### src/rtl/cnn_pkg.sv
// Shared fixed-point types, FC-layer FSM states and the Q8.8 saturation helper
// used by the LeNet layer engines.
package cnn_pkg;

   localparam int DATA_W = 16;
   localparam int FRAC_W = 8;
   localparam int ACC_W  = 40;

   typedef logic signed [DATA_W-1:0] word_t;
   typedef logic signed [ACC_W-1:0]  acc_t;

   typedef enum logic [2:0] {
      ST_IDLE,
      ST_BIAS_RD,
      ST_X_RD,
      ST_W_RD,
      ST_MAC,
      ST_WR,
      ST_DONE
   } fc_state_t;

   // Drops the fractional bits (arithmetic shift, i.e. floor) then clamps to Q8.8.
   function automatic word_t sat_q88(input acc_t a);
      acc_t s;
      s = a >>> FRAC_W;
      if (s > 40'sh00_0000_7FFF) begin
         return 16'sh7FFF;
      end else if (s < -40'sh00_0000_8000) begin
         return 16'sh8000;
      end
      return word_t'(s);
   endfunction

endpackage

### src/rtl/fc_layer_if.sv
// Request/acknowledge memory port between the FC engine (master) and the
// shared single-port RAM (slave).
interface fc_layer_if #(
   parameter int ADDR_W = 16,
   parameter int DATA_W = 16
);
   logic              mem_req;
   logic              mem_we;
   logic [ADDR_W-1:0] mem_addr;
   logic [DATA_W-1:0] mem_wdata;
   logic [DATA_W-1:0] mem_rdata;
   logic              mem_ack;

   modport master (
      output mem_req, mem_we, mem_addr, mem_wdata,
      input  mem_rdata, mem_ack
   );

   modport slave (
      input  mem_req, mem_we, mem_addr, mem_wdata,
      output mem_rdata, mem_ack
   );
endinterface

### src/rtl/fc_layer_mac.sv
// Wide multiply-accumulate for one FC output: bias preload, signed MAC,
// Q8.8 saturation and optional ReLU on the result.
module fc_mac
   import cnn_pkg::*;
(
   input  logic  clk,
   input  logic  rst,
   input  logic  clear,
   input  logic  en,
   input  logic  relu_en,
   input  word_t bias,
   input  word_t x,
   input  word_t w,
   output word_t result
);

   acc_t                     acc;
   logic signed [2*DATA_W-1:0] prod;
   word_t                    sat;

   always_comb begin
      prod = x * w;
   end

   always_ff @(posedge clk or posedge rst) begin
      if (rst) begin
         acc <= '0;
      end else if (clear) begin
         acc <= acc_t'(bias) <<< FRAC_W;
      end else if (en) begin
         acc <= acc + acc_t'(prod);
      end
   end

   always_comb begin
      sat    = sat_q88(acc);
      result = (relu_en && sat[DATA_W-1]) ? '0 : sat;
   end

endmodule

### src/rtl/fc_layer.sv
// Fully-connected layer engine: walks outputs j and inputs i, fetching bias,
// input and weight words over the shared RAM port and writing each result back.
module fc_layer
   import cnn_pkg::*;
#(
   parameter int N_IN   = 120,
   parameter int N_OUT  = 84,
   parameter int DATA_W = 16,
   parameter int ADDR_W = 16
) (
   input  logic              clk,
   input  logic              rst,
   input  logic              start,
   input  logic              relu_en,
   input  logic [ADDR_W-1:0] in_base,
   input  logic [ADDR_W-1:0] w_base,
   input  logic [ADDR_W-1:0] b_base,
   input  logic [ADDR_W-1:0] out_base,
   output logic              busy,
   output logic              done,
   fc_layer_if.master        mem
);

   localparam int unsigned IW = (N_IN  > 1) ? $clog2(N_IN)  : 1;
   localparam int unsigned JW = (N_OUT > 1) ? $clog2(N_OUT) : 1;

   fc_state_t         state, state_n;
   logic [IW-1:0]     i;
   logic [JW-1:0]     j;
   logic [ADDR_W-1:0] in_base_r;
   logic [ADDR_W-1:0] b_ptr, x_ptr, w_ptr, o_ptr;
   logic              relu_r;
   word_t             x_q, w_q, rd_word, result;
   logic              last_i, last_j;

   assign rd_word = word_t'(mem.mem_rdata[DATA_W-1:0]);
   assign last_i  = (i == IW'(N_IN - 1));
   assign last_j  = (j == JW'(N_OUT - 1));

   always_ff @(posedge clk or posedge rst) begin
      if (rst) begin
         state <= ST_IDLE;
      end else begin
         state <= state_n;
      end
   end

   always_comb begin
      state_n = state;
      case (state)
         ST_IDLE:    if (start)        state_n = ST_BIAS_RD;
         ST_BIAS_RD: if (mem.mem_ack)  state_n = ST_X_RD;
         ST_X_RD:    if (mem.mem_ack)  state_n = ST_W_RD;
         ST_W_RD:    if (mem.mem_ack)  state_n = ST_MAC;
         ST_MAC:     state_n = last_i ? ST_WR : ST_X_RD;
         ST_WR:      if (mem.mem_ack)  state_n = last_j ? ST_DONE : ST_BIAS_RD;
         ST_DONE:    state_n = ST_IDLE;
         default:    state_n = ST_IDLE;
      endcase
   end

   // Port outputs decode straight from registered state/pointers, so they hold
   // steady for the whole of a memory state and fall to zero as soon as reset hits.
   always_comb begin
      mem.mem_req   = 1'b0;
      mem.mem_we    = 1'b0;
      mem.mem_addr  = '0;
      mem.mem_wdata = '0;
      busy          = (state != ST_IDLE);
      done          = (state == ST_DONE);
      case (state)
         ST_BIAS_RD: begin
            mem.mem_req  = 1'b1;
            mem.mem_addr = b_ptr;
         end
         ST_X_RD: begin
            mem.mem_req  = 1'b1;
            mem.mem_addr = x_ptr;
         end
         ST_W_RD: begin
            mem.mem_req  = 1'b1;
            mem.mem_addr = w_ptr;
         end
         ST_WR: begin
            mem.mem_req   = 1'b1;
            mem.mem_we    = 1'b1;
            mem.mem_addr  = o_ptr;
            mem.mem_wdata = DATA_W'(result);
         end
         default: ;
      endcase
   end

   // The weight pointer runs continuously across outputs, so w_base+j*N_IN+i
   // never needs a multiplier.
   always_ff @(posedge clk or posedge rst) begin
      if (rst) begin
         i         <= '0;
         j         <= '0;
         in_base_r <= '0;
         b_ptr     <= '0;
         x_ptr     <= '0;
         w_ptr     <= '0;
         o_ptr     <= '0;
         relu_r    <= 1'b0;
         x_q       <= '0;
         w_q       <= '0;
      end else begin
         case (state)
            ST_IDLE: begin
               if (start) begin
                  relu_r    <= relu_en;
                  in_base_r <= in_base;
                  b_ptr     <= b_base;
                  w_ptr     <= w_base;
                  o_ptr     <= out_base;
                  j         <= '0;
               end
            end
            ST_BIAS_RD: begin
               if (mem.mem_ack) begin
                  i     <= '0;
                  x_ptr <= in_base_r;
               end
            end
            ST_X_RD: if (mem.mem_ack) x_q <= rd_word;
            ST_W_RD: if (mem.mem_ack) w_q <= rd_word;
            ST_MAC: begin
               i     <= i + 1'b1;
               x_ptr <= x_ptr + 1'b1;
               w_ptr <= w_ptr + 1'b1;
            end
            ST_WR: begin
               if (mem.mem_ack) begin
                  j     <= j + 1'b1;
                  b_ptr <= b_ptr + 1'b1;
                  o_ptr <= o_ptr + 1'b1;
               end
            end
            default: ;
         endcase
      end
   end

   fc_mac u_mac (
      .clk     (clk),
      .rst     (rst),
      .clear   ((state == ST_BIAS_RD) && mem.mem_ack),
      .en      (state == ST_MAC),
      .relu_en (relu_r),
      .bias    (rd_word),
      .x       (x_q),
      .w       (w_q),
      .result  (result)
   );

endmodule

### src/flat_wrapper.sv
// flat-port wrapper written by rule: the top's interface ports become plain ports
module fc_layer_flat import cnn_pkg::*;
#(
   parameter int N_IN   = 120,
   parameter int N_OUT  = 84,
   parameter int DATA_W = 16,
   parameter int ADDR_W = 16
)
  (clk, rst, start, relu_en, in_base, w_base, b_base, out_base, busy, done, mem_mem_req, mem_mem_we, mem_mem_addr, mem_mem_wdata, mem_mem_rdata, mem_mem_ack);
  fc_layer_if #(.ADDR_W(ADDR_W), .DATA_W(DATA_W)) mem_i ();
  input  logic clk;
  input  logic rst;
  input  logic start;
  input  logic relu_en;
  input  logic [ADDR_W-1:0] in_base;
  input  logic [ADDR_W-1:0] w_base;
  input  logic [ADDR_W-1:0] b_base;
  input  logic [ADDR_W-1:0] out_base;
  output logic busy;
  output logic done;
  output wire logic [$bits(mem_i.mem_req)-1:0] mem_mem_req;
  output wire logic [$bits(mem_i.mem_we)-1:0] mem_mem_we;
  output wire logic [$bits(mem_i.mem_addr)-1:0] mem_mem_addr;
  output wire logic [$bits(mem_i.mem_wdata)-1:0] mem_mem_wdata;
  input wire logic [$bits(mem_i.mem_rdata)-1:0] mem_mem_rdata;
  input wire logic [$bits(mem_i.mem_ack)-1:0] mem_mem_ack;
  assign mem_mem_req = mem_i.mem_req;
  assign mem_mem_we = mem_i.mem_we;
  assign mem_mem_addr = mem_i.mem_addr;
  assign mem_mem_wdata = mem_i.mem_wdata;
  assign mem_i.mem_rdata = mem_mem_rdata;
  assign mem_i.mem_ack = mem_mem_ack;
  fc_layer #(.N_IN(N_IN), .N_OUT(N_OUT), .DATA_W(DATA_W), .ADDR_W(ADDR_W)) u_core (.clk(clk), .rst(rst), .start(start), .relu_en(relu_en), .in_base(in_base), .w_base(w_base), .b_base(b_base), .out_base(out_base), .busy(busy), .done(done), .mem(mem_i));
endmodule
### config.mk
export PLATFORM = sky130hd
export DESIGN_NAME = fc_layer_flat
export DESIGN_NICKNAME = d
export VERILOG_FILES = /design/src/rtl/cnn_pkg.sv /design/src/rtl/fc_layer_if.sv /design/src/rtl/fc_layer_mac.sv /design/src/rtl/fc_layer.sv /design/src/flat_wrapper.sv
export SDC_FILE = /design/constraint.sdc
export NUM_CORES = 1
export LEC_CHECK = 0
export BUFFER_PORTS_ARGS = -buffer_cell sky130_fd_sc_hd__buf_4
export CORE_ASPECT_RATIO = 0.6
export CORE_UTILIZATION = 35
export DETAILED_ROUTE_END_ITERATION = 6
export GPL_TIMING_DRIVEN = 0
export PLACE_DENSITY = 0.62
export SETUP_SLACK_MARGIN = 0.1
export SYNTH_ARGS = -nofsm -noshare
export SYNTH_HDL_FRONTEND = slang
export SYNTH_SLANG_ARGS = --single-unit
### constraint.sdc
create_clock -name clk -period 8.05 [get_ports clk]
set_clock_uncertainty 0.15 [all_clocks]
set_input_delay 1.2075 -clock clk [delete_from_list [all_inputs] [get_ports clk]]
set_output_delay 1.2075 -clock clk [all_outputs]
set_load 0.02 [all_outputs]
==> Word level (Yosys, flattened, before mapping) <==
Index checks and enable logic that the tools add are counted.
{ "classes": {"n_mul": 1, "mux": 35, "n_reduce_logical": 16, "n_eq_ne": 13, "addsub": 7, "magnitude_cmp": 2} }
{ "ops": {"columns": ["operator", "count"], "rows": [
  ["16-bit 2-to-1 mux", 11],
  ["16-bit one-hot mux with 2 select lines", 4],
  ["40-bit 2-to-1 mux", 2],
  ["16-bit by 1-bit adder with 16-bit output, second input constant", 4],
  ["16-bit one-hot mux with 4 select lines", 1],
  ["40-bit by 32-bit adder with 40-bit output", 1],
  ["32-bit by 16-bit greater-than comparator with 1-bit output, second input constant", 1],
  ["32-bit by 16-bit less-than comparator with 1-bit output, second input constant", 1],
  ["16-bit by 16-bit multiplier with 32-bit output", 1],
  ["7-bit one-hot mux with 2 select lines", 2],
  ["3-bit 2-to-1 mux", 7],
  ["7-bit 2-to-1 mux", 3],
  ["3-bit one-hot mux with 6 select lines", 1],
  ["7-bit by 1-bit adder with 7-bit output, second input constant", 2],
  ["7-bit == test, second input constant", 2],
  ["2-bit != test, second input constant", 5],
  ["2-bit AND reduction", 5],
  ["3-bit == test, second input constant", 3],
  ["2-bit nonzero test", 4],
  ["3-bit by 2-bit == test with 1-bit output, second input constant", 2],
  ["5-bit AND reduction", 1],
  ["1-bit 2-to-1 mux", 4],
  ["4-bit OR reduction", 1],
  ["3-bit by 1-bit == test with 1-bit output, second input constant", 1],
  ["4 further kinds", 5]
]} }
{ "totals": {"ff_bits": 170} }

==> Logic depth before layout (Yosys ltp) <==
{ "logic_depth": {"depth_word": 7, "ltp_mapped": 24} }

==> By module <==
A second synthesis with hierarchy kept.
{ "unflattened": {"cells_unflattened": 2339, "hier_area_um2": 21315.4} }
{ "by_module_without_submodules": {"columns": ["mod", "area_each_um2", "seq_area_each_um2", "instances", "cells_each"], "rows": [
  ["fc_mac", 14387.5, 1001.0, 1, 1579],
  ["fc_layer", 6927.9, 3253.1, 1, 760]
]} }

==> Least setup slack after synthesis <==
OpenSTA, ideal clock, no wires.
{ "synth_timing": {"path_type": "register to register", "from": "register u_core.w_q[1]", "to": "register u_core.u_mac.acc[38]", "setup_time_ns": 0.129, "t_required_ns": 7.771, "arrival_ns": 6.010, "path_stages_with_launch": 24, "slack_ns": 1.760, "path_cell_list": "dfrtp_1 clkbuf_1 nand2_1 inv_1 fa_1 inv_1 fa_1 fa_1 inv_1 fa_1 fa_1 inv_1 fa_1 inv_1 ha_1 clkbuf_1 a21oi_1 o21ai_0 a31o_2 a32oi_2 o21ai_2 or2_1 o41ai_1 nor2_1"} }
{ "synth_via": {"elab_chain_cells": 4} }
{ "synth_rtl": {"columns": ["item", "line", "source"], "rows": [
  ["start, declared", "fc_layer.sv:33", "word_t x_q, w_q, rd_word, result;"],
  ["start signal, assigned", "fc_layer.sv:127", "ST_W_RD: if (mem.mem_ack) w_q <= rd_word;"],
  ["16-bit by 16-bit multiplier with 32-bit output", "fc_layer_mac.sv:22", "prod = x * w;"],
  ["40-bit by 32-bit adder with 40-bit output", "fc_layer_mac.sv:31", "acc <= acc + acc_t'(prod);"],
  ["40-bit 2-to-1 mux", "fc_layer_mac.sv:30", "end else if (en) begin"],
  ["40-bit 2-to-1 mux", "fc_layer_mac.sv:28", "end else if (clear) begin"],
  ["end signal, assigned", "fc_layer_mac.sv:29", "acc <= acc_t'(bias) <<< FRAC_W;"],
  ["end signal, assigned", "fc_layer_mac.sv:31", null],
  ["end, declared", "fc_layer_mac.sv:17", "acc_t acc;"]
]} }
No other way between the ends. The select of a mux whose other input is x is not followed.
A chain may end at the register's enable or synchronous reset.

==> Worst setup path in the final report <==
{ "layout_timing": {"from": "register u_core.x_q[5]", "to": "register u_core.u_mac.acc[33]"} }
{ "layout_via": {"elab_chain_cells": 4} }
{ "layout_rtl": {"columns": ["item", "line", "source"], "rows": [
  ["start, declared", "fc_layer.sv:33", null],
  ["start signal, assigned", "fc_layer.sv:126", "ST_X_RD: if (mem.mem_ack) x_q <= rd_word;"],
  ["16-bit by 16-bit multiplier with 32-bit output", "fc_layer_mac.sv:22", null],
  ["40-bit by 32-bit adder with 40-bit output", "fc_layer_mac.sv:31", null],
  ["40-bit 2-to-1 mux", "fc_layer_mac.sv:30", null],
  ["40-bit 2-to-1 mux", "fc_layer_mac.sv:28", null]
]} }
No other way between the ends. The select of a mux whose other input is x is not followed.

==> metrics <==
fmax=131 MHz; Worst Setup End Kind=register; min Tclk post-route=7.63 ns; Worst EP required=8.22 ns; cell family with most CP delay=adder cells; Die Y=191 um; drt initial violations=1713; Final Max Slew Viols=0; Avg WL per Cell=20.9 um; mapped cell area=20800 sq um; Async SR Flop Fraction=1.00; Final period util=0.947; Via density=5.35; drt total wl=67.7 mm; post-synth top area share=0.317; hold worst-path end=u_core.in_base_r[1]$_DFFE_PP0P_; initial antenna violation count=1; largest net degree at the start of global routing=119; Slowest-stage cell, CP=a221oi_1; Total GRT Usage=0.232; number of global-route vias before repair=17708; GR Overflow Total=0; Synth top cells by count=inv_1 (417), fa_1 (330), nand2_1 (291), dfrtp_1 (170), nor2_1 (155); Hold Crit Start=u_core.in_base_r[1]$_DFFE_PP0P_; hold depth=2; Crit Path Class=reg2reg; Starting Density=0.358; Synthesized Nets=2857; Worst Hold Class=reg2reg; top post-synthesis cells by area=fa_1 (32%), dfrtp_1 (20%), inv_1 (7.5%), ha_1 (7.3%), nand2_1 (5.2%); global-route wire length before repair=105 mm; num rows=68; critical path fanouts, max=10; wl on met1=32.3 mm; most frequent cell after synthesis=inv_1; Highest Signal Layer=met4; share of cells above drive strength 1=0.0890; adder-cell share of the synthesized area=0.389; CP arrival=7.79 ns; Yosys reg bits=170; prevailing post-synth register cell=dfrtp_1; clock latency on the worst-skew pair=0.46 ns; Reg-to-Reg Start=u_core.x_q[5]$_DFFE_PP0P_; most frequent CP cell=fa_1; mux contribution to synthesized area=0.0188; crit path cell chain=clkbuf_1, nand2_1, fa_1, inv_1, fa_1, inv_1, fa_1, inv_1, fa_1, fa_1, inv_1, fa_1, inv_1, ha_1, a21oi_1, o21ai_0, a221oi_1, a31oi_2, or3_1, xnor2_1, a21oi_1; count of final hold-check violations=0; port bufs=120; CTS Sinks=170; post-synthesis xor/xnor area fraction=0.0176; CORE AREA=58200 sq um; Avg Synthesized Cell Area=8.98 sq um; fillcell total=5856; buffers and inverters on the worst path=6; CTS tree=done; number of synthesized flops with an enable pin=0; Max-Slew Margin vs Limit=0.115; clock-pin slew on the worst setup and hold paths=0.07 ns; count of cell types in the netlist=71; Setup Viol. Count Final=0; register-to-register setup slack=0.42 ns; hold buffer count at CTS=0; CTS Buffer Depth=2; Die W=317 um; routed wire length on met3=7.63 mm; Max Cap Viol=0; routability cong.=0.938; complex-gate fraction of the synthesized area=0.118; post-synthesis simple-gate area fraction=0.158; warnings from Yosys=0; IO Pins=121; Synth-to-Final Area Change=12.0%; top cell type by total area after synthesis=fa_1; crit path launch type=register; worst slew pin tran=1.32 ns; die area=60600 sq um; CP max stage delay=0.66 ns; CTS H-tree lvls=4; Synth Instances=2321; total iterations of the first detailed-routing run=6; reg2reg path depth=21; dpl cell area=22700 sq um; unrepaired setup endpoints after global routing=false; Design Area, Final=23400 sq um; DR vias=17339; Post-DRT Antenna Nets=0; r2r endpoint=u_core.u_mac.acc[33]$_DFFE_PP0P_; Num CTS Buffers=17; DRC=0; root buf cell=clkbuf_16; Post-DP HPWL=56.6 mm; register area share after synthesis=0.204; met2 WL=26.6 mm; outcome=completed; Nets=2994; main combinational cell family by area after synthesis=adder cells
==> worst max path at each step <==
stage / from / endpoint / slack (ns) / cells past startpoint
finish: u_core.x_q[5]$_DFFE_PP0P_ / u_core.u_mac.acc[33]$_DFFE_PP0P_ / 0.42 / 21
global placement: rst / u_core.w_ptr[12]$_DFFE_PP0P_ / -0.35 / 2
CTS: u_core.x_q[15]$_DFFE_PP0P_ / u_core.u_mac.acc[37]$_DFFE_PP0P_ / 0.11 / 23
detailed placement: u_core.w_q[4]$_DFFE_PP0P_ / u_core.u_mac.acc[37]$_DFFE_PP0P_ / -0.02 / 23
global route: u_core.x_q[5]$_DFFE_PP0P_ / u_core.u_mac.acc[37]$_DFFE_PP0P_ / 0.02 / 22
floorplan: u_core.w_q[1]$_DFFE_PP0P_ / u_core.u_mac.acc[38]$_DFFE_PP0P_ / 1.76 / 23
==> tightest hold or removal path, stage by stage (launching register included) <==
cell     delay, ns
dfrtp_1       0.34
nand2_1       0.05
nand2_1       0.06
==> area by class of cell <==
cell class | instances | area [sq um] | share of cell area
repair buffers | 121 | 928 | 0.0398
multi-input cells | 1630 | 14600 | 0.627
inverters | 418 | 1580 | 0.0675
diodes | 2 | 5.00 | 0.000214
plain buffers | 100 | 395 | 0.0169
clock inverters | 15 | 154 | 0.00659
flip-flops and latches | 170 | 4260 | 0.182
clock buffers | 17 | 425 | 0.0182
well taps | 770 | 963 | 0.0413
==> sequential cells by signal, indices dropped and copies added (netlist names) <==
register	count
u_core.state	3
u_core.x_ptr	16
u_core.o_ptr	16
u_core.w_q	16
u_core.x_q	16
u_core.b_ptr	16
u_core.i	7
u_core.u_mac.acc	40
u_core.relu_r	1
u_core.j	7
u_core.w_ptr	16
u_core.in_base_r	16
==> logic make-up after synthesis <==
family                     count (synthesis)
muxes                                     35
xor gates and xnor gates                  42
AOI/OAI and AO/OA                        385
DFF                                      170
adders and majority gates                451
buffers and inverters                    521
and+or+nand+nor                          717
==> repair_timing <==
item / in CTS / in global routing
pin swaps: 0 / 0
setup buffers: 0 / 0
setup endpoints to repair: 2 / 8
cloned: 0 / 0
resized for setup: 3 / 26
==> cells in the final DEF (no fill, tap or decap), drive strengths merged, types with 5 or more instances in the layout <==
cell / count
a211oi: 24
a21o: 11
a21oi: 95
a221o: 8
a22o: 8
a22oi: 32
a311oi: 14
a31oi: 18
and2: 123
and3: 27
buf: 130
clkbuf: 108
dfrtp: 170
fa: 330
ha: 121
inv: 427
mux2: 33
nand2: 291
nand2b: 7
nand3: 48
nand4: 12
nor2: 155
nor3: 28
nor4: 6
o211ai: 15
o21ai: 104
o22ai: 16
o31ai: 5
or3: 6
xnor2: 25
xor2: 17
==> routing by layer <==
layer	track usage	vias to the layer above
met2	0.308	763
met1	0.358	8796
li1	-	7709
met3	0.0725	71
met4	0.0521	0
met5	0	-
==> metrics by stage <==
| stage | utilization | std cells | setup WS [ns] | TNS, ns | hold slack [ns] |
|---|---|---|---|---|---|
| after detailed placement | 0.391 | 3212 | -0.0229 | -0.0411 | 0.313 |
| final | 0.401 | 3243 | 0.423 | 0 | 0.330 |
| after global placement | 0.390 | 3211 | -0.352 | -54.76 | 0.309 |
| after global routing | 0.401 | 3241 | 0.0174 | 0 | 0.354 |
| after floorplan | - | 2321 | 1.76 | 0 | 0.290 |
| after CTS | 0.401 | 3244 | 0.110 | 0 | 0.332 |
Power is not shown: default switching activity piles up to over one toggle a cycle in this logic, so the estimate is an artifact.
